==> src/rtl/jstk2_spi_responder.sv <==
// jstk2_spi_responder
//   SPI mode-0 slave that stands in for a PMOD JSTK2 joystick. Each frame it
//   serves a 5-byte snapshot of x_pos/y_pos/buttons, MSB first. It captures the
//   master's command byte and, for the set-LED command, the following R/G/B bytes.
//   All SPI pins are asynchronous to CLK and are oversampled.
//
//   Optional feature macro: JSTK_LED_CMD_EN. When it is defined, the set-LED
//   decode and the led_r/g/b registers are built. When it is undefined, the
//   LED outputs are tied to 0.
//
// Ports
//   CLK, RST_n          system clock, async active-low reset
//   CS_n, SCK, MOSI     SPI inputs from master (async)
//   MISO                SPI data to master (0 outside an active frame)
//   x_pos, y_pos        10-bit emulated positions
//   buttons             8-bit emulated button byte
//   cmd / cmd_valid     frame byte 0 and its one-cycle update strobe
//   led_r/g/b           RGB values from the last complete set-LED frame
//   txn_done            one-cycle pulse, frame of >= 40 bits completed
//   frame_err           one-cycle pulse, frame aborted before 40 bits
module jstk2_spi_responder #(
    parameter int         SYNC_STAGES = 2,
    parameter logic [7:0] CMD_SET_LED = 8'h84
) (
    input  logic       CLK,
    input  logic       RST_n,
    input  logic       CS_n,
    input  logic       SCK,
    input  logic       MOSI,
    output logic       MISO,
    input  logic [9:0] x_pos,
    input  logic [9:0] y_pos,
    input  logic [7:0] buttons,
    output logic [7:0] cmd,
    output logic       cmd_valid,
    output logic [7:0] led_r,
    output logic [7:0] led_g,
    output logic [7:0] led_b,
    output logic       txn_done,
    output logic       frame_err
);

    typedef enum logic [1:0] {IDLE, ACTIVE, OVERRUN} state_t;

    state_t state, state_nx;

    logic [SYNC_STAGES-1:0] sck_sync, cs_sync, mosi_sync;
    logic sck_d, cs_d;
    logic sck_s, cs_s, mosi_s;
    logic sck_rise, sck_fall, cs_rise, cs_fall;

    logic [39:0] tx_sr;
    logic [7:0]  rx_sr;
    logic [7:0]  rx_byte;
    logic [5:0]  bit_cnt;

    logic start, sample, shift, done, abort;

    // CS_n synchronizer resets to the asserted level. If CS_n is already low
    // when reset releases, no falling edge is seen. A new frame therefore needs
    // the master to release CS_n and assert it again.
    always_ff @(posedge CLK or negedge RST_n) begin
        if (!RST_n) begin
            sck_sync  <= '0;
            cs_sync   <= '0;
            mosi_sync <= '0;
            sck_d     <= 1'b0;
            cs_d      <= 1'b0;
        end else begin
            sck_sync  <= {sck_sync[SYNC_STAGES-2:0], SCK};
            cs_sync   <= {cs_sync[SYNC_STAGES-2:0], CS_n};
            mosi_sync <= {mosi_sync[SYNC_STAGES-2:0], MOSI};
            sck_d     <= sck_s;
            cs_d      <= cs_s;
        end
    end

    assign sck_s    = sck_sync[SYNC_STAGES-1];
    assign cs_s     = cs_sync[SYNC_STAGES-1];
    assign mosi_s   = mosi_sync[SYNC_STAGES-1];
    assign sck_rise =  sck_s & ~sck_d;
    assign sck_fall = ~sck_s &  sck_d;
    assign cs_rise  =  cs_s  & ~cs_d;
    assign cs_fall  = ~cs_s  &  cs_d;

    assign rx_byte = {rx_sr[6:0], mosi_s};

    always_ff @(posedge CLK or negedge RST_n) begin
        if (!RST_n) state <= IDLE;
        else        state <= state_nx;
    end

    // A CS_n edge takes priority over an SCK edge in the same cycle.
    // SCK edges are only qualified in ACTIVE, and only when CS_n is not rising.
    always_comb begin
        state_nx = state;
        start    = 1'b0;
        sample   = 1'b0;
        shift    = 1'b0;
        done     = 1'b0;
        abort    = 1'b0;
        case (state)
            IDLE: begin
                if (cs_fall) begin
                    start    = 1'b1;
                    state_nx = ACTIVE;
                end
            end
            ACTIVE: begin
                if (cs_rise) begin
                    abort    = 1'b1;
                    state_nx = IDLE;
                end else begin
                    sample = sck_rise;
                    shift  = sck_fall;
                    if (sck_rise && bit_cnt == 6'd39) state_nx = OVERRUN;
                end
            end
            OVERRUN: begin
                if (cs_rise) begin
                    done     = 1'b1;
                    state_nx = IDLE;
                end
            end
            default: state_nx = IDLE;
        endcase
    end

    always_ff @(posedge CLK or negedge RST_n) begin
        if (!RST_n) begin
            tx_sr     <= '0;
            rx_sr     <= '0;
            bit_cnt   <= '0;
            cmd       <= '0;
            cmd_valid <= 1'b0;
            txn_done  <= 1'b0;
            frame_err <= 1'b0;
            MISO      <= 1'b0;
        end else begin
            cmd_valid <= 1'b0;
            txn_done  <= done;
            frame_err <= abort;
            if (start) begin
                // Snapshot once per frame; later input changes do not reach the wire.
                tx_sr   <= {x_pos[7:0], 6'b0, x_pos[9:8],
                            y_pos[7:0], 6'b0, y_pos[9:8], buttons};
                bit_cnt <= '0;
            end
            if (sample) begin
                rx_sr   <= rx_byte;
                bit_cnt <= bit_cnt + 6'd1;
                if (bit_cnt == 6'd7) begin
                    cmd       <= rx_byte;
                    cmd_valid <= 1'b1;
                end
            end
            if (shift) tx_sr <= {tx_sr[38:0], 1'b0};
            // MISO is registered from the shift register. It reflects the
            // shifted value one cycle after the edge pulse is acted on.
            MISO <= (state == ACTIVE) ? tx_sr[39] : 1'b0;
        end
    end

`ifdef JSTK_LED_CMD_EN
    logic [7:0] pend_r, pend_g, pend_b;

    always_ff @(posedge CLK or negedge RST_n) begin
        if (!RST_n) begin
            pend_r <= '0;
            pend_g <= '0;
            pend_b <= '0;
            led_r  <= '0;
            led_g  <= '0;
            led_b  <= '0;
        end else begin
            if (sample) begin
                if (bit_cnt == 6'd15) pend_r <= rx_byte;
                if (bit_cnt == 6'd23) pend_g <= rx_byte;
                if (bit_cnt == 6'd31) pend_b <= rx_byte;
            end
            // LEDs only change on a complete frame carrying the set-LED command.
            if (done && cmd == CMD_SET_LED) begin
                led_r <= pend_r;
                led_g <= pend_g;
                led_b <= pend_b;
            end
        end
    end
`else
    assign led_r = 8'h00;
    assign led_g = 8'h00;
    assign led_b = 8'h00;
`endif

endmodule
==> config.mk <==
export PLATFORM = sky130hd
export DESIGN_NAME = jstk2_spi_responder
export DESIGN_NICKNAME = d
export VERILOG_FILES = /design/src/rtl/jstk2_spi_responder.sv
export SDC_FILE = /design/constraint.sdc
export NUM_CORES = 1
export LEC_CHECK = 0
export BUFFER_PORTS_ARGS = -buffer_cell sky130_fd_sc_hd__buf_2
export CELL_PAD_IN_SITES_DETAIL_PLACEMENT = 1
export CELL_PAD_IN_SITES_GLOBAL_PLACEMENT = 2
export CORE_MARGIN = 1
export CORE_UTILIZATION = 31
export DETAILED_ROUTE_END_ITERATION = 6
export HOLD_SLACK_MARGIN = 0.03
export PLACE_DENSITY_LB_ADDON = 0.1
export SLEW_MARGIN = 20
export SYNTH_ARGS = -nofsm -noshare
export SYNTH_HDL_FRONTEND = slang
export SYNTH_SLANG_ARGS = --single-unit
==> constraint.sdc <==
create_clock -name CLK -period 1.6 [get_ports CLK]
set_clock_uncertainty 0.1 [all_clocks]
set_input_delay 0.08 -clock CLK [delete_from_list [all_inputs] [get_ports CLK]]
set_output_delay 0.08 -clock CLK [all_outputs]
set_load 0.1 [all_outputs]
Word-level counts from Yosys, hierarchy flattened
Index checks and enable logic that the tools add are counted.
- add/subtract/negate cells: 1
- equality and inequality tests: 7
- multiplexer cells: 21
- bitwise operators: 8
- reductions and logical operators: 6
- operators by type and width (cell ; number):
    two-way mux 40 bit ; 2
    two-way mux 1 bit ; 12
    two-way mux 6 bit ; 2
    two-way mux 2 bit ; 4
    adder 6 x 1 -> 6 bit, second input constant ; 1
    equality test 6 x 3 -> 1 bit, second input constant ; 1
    equality test 6 bit, second input constant ; 1
    case mux 2 bit (3 select lines) ; 1
    bitwise AND 1 bit ; 4
    != test 2 bit, second input constant ; 2
    NOT 1 bit ; 4
    nonzero test 2 bit ; 2
    != test 3 bit, second input constant ; 1
    AND reduction 3 bit ; 1
    equality test 2 x 1 -> 1 bit, second input constant ; 1
    equality test 2 bit, second input constant ; 1
    zero test 2 bit ; 1
    AND reduction 2 bit ; 1
    logical AND 1 bit ; 1
- bits in registers: 75

Longest topological paths before layout
- word-level depth: 6
- gate-level depth with buffers: 6
- mapped depth without buffers: 5

Worst setup path after synthesis
Ideal clock, no wire load.
- path type: reg-to-reg
- start: register state[1]
- end: register cmd[0]
- setup time: 125 ps
- arrival time: 1370 ps
- path slack: 5 ps
- cell stages (with the launch flop): 5
- period minus slack after synthesis: 1595 ps
- cells stage by stage: dfrtp_1 and2b_4 and3_4 nand3b_4 mux2_4
- cells in the longest elaborated chain, start to end: 3
- ends and longest elaborated chain (element ; RTL line ; RTL):
    from (decl) ; 45 ; state_t state, state_nx;
    from (signal assigned) ; 90 ; else state <= state_nx;
    equality test 2 x 1 -> 1 bit ; 102 ; case (state)
    two-way mux 1 bit ; 102 ;
    AND reduction 2 bit (no source line) ; n/a ;
    to (signal assigned) ; 153 ; cmd <= rx_byte;
    to (decl) ; 34 ; output logic [7:0] cmd,
Every way passes these cells.
A chain may end at the register's enable or synchronous reset.

Worst setup path in the final report
- start: register cs_sync[1]
- end: register tx_sr[12]
- cells in the longest elaborated chain, start to end: 5
- elaborated cells on any way between the ends: 9
- ends and longest elaborated chain (element ; RTL line ; RTL):
    from (decl) ; 47 ; logic [SYNC_STAGES-1:0] sck_sync, cs_sync, mosi_sync;
    from (signal assigned) ; 71 ; cs_sync <= {cs_sync[SYNC_STAGES-2:0], CS_n};
    NOT 1 bit ; 84 ; assign cs_fall = ~cs_s & cs_d;
    bitwise AND 1 bit ; 84 ;
    two-way mux 1 bit ; 104 ; if (cs_fall) begin
    two-way mux 1 bit ; 102 ;
    nonzero test 2 bit (no source line) ; n/a ;
    to (signal assigned) ; 145 ; tx_sr <= {x_pos[7:0], 6'b0, x_pos[9:8],
    to (signal assigned) ; 157 ; if (shift) tx_sr <= {tx_sr[38:0], 1'b0};
    to (decl) ; 52 ; logic [39:0] tx_sr;
Several ways; a longest one is shown, not always the timed one.

==> metrics.md <==
| Metric | Value |
|---|---|
| Status | `finished with violations` |
| Failing checks | `setup timing` |
| Power Density | `between 1000 and 1500 nW/µm²` |
| Placed wire-length estimate | `4510 µm` |
| CTS root buffer | `clkbuf_8` |
| Commonest non-fill, non-tap cells in the layout | `dfrtp_1 (73), nand2_1 (56), buf_2 (43)` |
| Critical R2R Launch | `cs_sync[1]$_DFF_PN0_` |
| Primary FF master, synth | `dfrtp_1` |
| Minimum clock period | `around 1.7 ns` |
| Slack of the critical path | `-0.135 ns` |
| Clk buf depth | `2` |
| Synth async-reset ratio | `1.00` |
| Final net count | `~440` |
| Die ar. | `between 10,000 and 15,000 µm²` |
| Worst endpoint required time | `roughly 1.7 ns` |
| DP Cell Count | `between 400 and 500` |
| Htree depth | `3` |
| Starting Density | `0.324` |
| CP Max Fanout | `5` |
| Die width | `around 100 µm` |
| DR pass1 iterations | `4` |
| Crit end category | `flop` |
| Mapped cell area | `3200 µm²` |
| Cell family with most CP delay | `buffers and inverters` |
| Reg2reg path depth | `7` |
| Final Hold Fails | `0` |
| Cells after Synth | `between 200 and 300` |
| WL final | `approximately 8000 µm` |
| RSZ-0062 raised after global routing | `yes` |
| Iteration-0 DRC Markers | `66` |
| Reg2reg end | `tx_sr[12]$_DFFE_PN0P_` |
| Ys Warns | `0` |
| Gpl congestion | `approximately 0.7` |
| Crit path max-delay cell type | `dfrtp_1` |
| Drt drc | `0` |
| Routed len/inst | `roughly 15 µm` |
| Fin cells | `approximately 540` |
| Flop-to-flop setup slack | `-0.14 ns` |
| Area Overhead vs Synth | `46.4%` |
| Synth Register Bits | `75` |
| Final Cycle Share | `1.08` |
| Sequential share of the synthesized area | `0.587` |
| Clk Latency, worst-skew pair | `0.34 ns` |
| Post-DRT Antenna Nets | `0` |
| Via count | `2,443` |
| CTS tree | `yes` |
| Share of layout cells above drive strength 1 | `0.389` |
| Antenna diodes | `0` |
| I/O pin count | `~70` |
| First-pass GRT wire length | `about 13,000 µm` |
| Syn avg cell area | `around 11 µm²` |
| Total grt overflow | `0` |
| Gr usage total | `0.157` |
| Max cap viols | `0` |
| Setup tns final | `-4.28 ns` |
| Dpl ws | `-0.264 ns` |
| Worst Path Arrival | `approximately 1.9 ns` |
| Crit-path max cell delay | `0.40 ns` |
| Layout Utilization | `0.474` |
| Vias per cell | `~4.5` |
| Max Slew Vio Count | `0` |
| Buf/Inv on CP | `4` |
| Hold Crit Class | `in -> async` |
| Die Y | `between 100 and 150 µm` |
| Port bufs | `44` |
| Most common cell after layout, fill and taps aside | `dfrtp_1` |
| Kind of critical path | `reg -> reg` |
| Max Freq | `between 500 and 600 MHz` |
| Clock sinks | `75` |
| Core Footprint | `between 9000 and 10,000 µm²` |
| Leakage | `between 2 and 2.5 nW` |
| Vias in the first global route | `~2,600` |
| Worst-path clk slew | `approximately 0.090 ns` |
| Initial antenna violation count | `0` |
| CP cell instances | `buf_6 > nor4b_4 > buf_4 > a41oi_4 > buf_12 > buf_8 > a22o_1` |
| Peak VDD IR | `roughly 0.00057 V` |
| Filler cells | `between 1,000 and 1,500` |
| Post-synth EDFFs | `0` |
| Crit start category | `flop` |
| Pwr Total | `0.00524 W` |
| Num CTS Buffers | `9` |
| Setup violators final | `51` |
| Row count | `36` |
| Pin count of the biggest net entering global routing | `30` |
| Yosys cell types | `39` |
[metrics by stage]
| stage | hold WS (ns) | cell area [µm²] |
|---|---|---|
| global route | 0.127 | 4680 |
| global placement | -0.0659 | 3610 |
| floorplan | -0.316 | 3280 |
| detailed placement | -0.0653 | 3620 |
| finish | 0.0950 | 4680 |
| CTS | 0.0951 | 4490 |
[flip-flops by register name (all words and copies together), names as in the netlist, 2 cells and up]
name,flops
cmd,8
rx_sr,7
bit_cnt,6
mosi_sync,2
cs_sync,2
state,2
tx_sr,40
sck_sync,2
[cell usage after synthesis (2+ instances only)]
master	n	area [µm²]
nand2_1	79	297
dfrtp_1	75	1880
a22oi_1	27	203
buf_4	27	203
a22o_1	13	114
mux2_4	8	120
buf_2	6	30.0
nand3_1	6	30.0
buf_6	4	45.0
nor2b_1	3	18.8
a21oi_1	2	10.0
nand2b_1	2	12.5
nor2_1	2	7.51
nor3_1	2	10.0
[metal layers]
metal,vias to the layer above,part of all wire,global-route usage
met5,-,0,0
met4,0,0.0070,0.0373
met3,4,0.027,0.0390
met2,46,0.49,0.263
met1,1226,0.47,0.203
li1,1167,-,-
[power by group]
part | internal [W] | switching (W)
logic | 0.000575 | 0.000765
registers | 0.00224 | 0.000263
clock network | 0.000585 | 0.000802
[cell type report]
cell class	count	area, µm²	area share
sequential	75	1880	0.402
multi-input combinational	191	1350	0.288
timing repair buffer	122	1100	0.235
tap	133	166	0.0356
clock buffer	9	124	0.0265
clock inverter	7	58.8	0.0126
inverter	2	7.51	0.00160
[timing repair]
item	4_1_cts	5_1_grt
setup endpoints to repair	62	59
cloned	6	1
gates resized for setup	35	36
setup buffers	15	2
pin swaps	14	14
endpoints found under the hold margin	106	0
hold buffers	32	0
[worst register-to-register path: cells and delay by family, from the launching register on]
kind | cells | cell delay, ns
AOI/OAI and AO/OA | 2 | 0.22
buffers and inverters | 4 | 0.59
DFF | 1 | 0.40
and+or+nand+nor | 1 | 0.30
[how the worst max path moves through the flow]
| stage | start | end | cells past startpoint |
|---|---|---|---|
| after global routing | cs_sync[1]$_DFF_PN0_ | tx_sr[30]$_DFFE_PN0P_ | 7 |
| after global placement | state[0]$_DFFE_PN0P_ | tx_sr[29]$_DFFE_PN0P_ | 3 |
| after detailed placement | state[1]$_DFFE_PN0P_ | tx_sr[31]$_DFFE_PN0P_ | 4 |
| after floorplan | state[1]$_DFFE_PN0P_ | cmd[0]$_DFFE_PN0P_ | 4 |
| final | cs_sync[1]$_DFF_PN0_ | tx_sr[12]$_DFFE_PN0P_ | 7 |
| after CTS | cs_sync[1]$_DFF_PN0_ | bit_cnt[2]$_DFFE_PN0P_ | 6 |
[cells by family after synthesis]
group | count (synthesis) | share of synthesized area
compound gates | 49 | 0.122
fa+ha+maj | 1 | 0.00391
buf+inv | 40 | 0.0904
flops | 75 | 0.587
mux | 9 | 0.0407
other cells | 1 | 0.00117
simple gates | 106 | 0.155
Power figures use the tool's default switching activity.
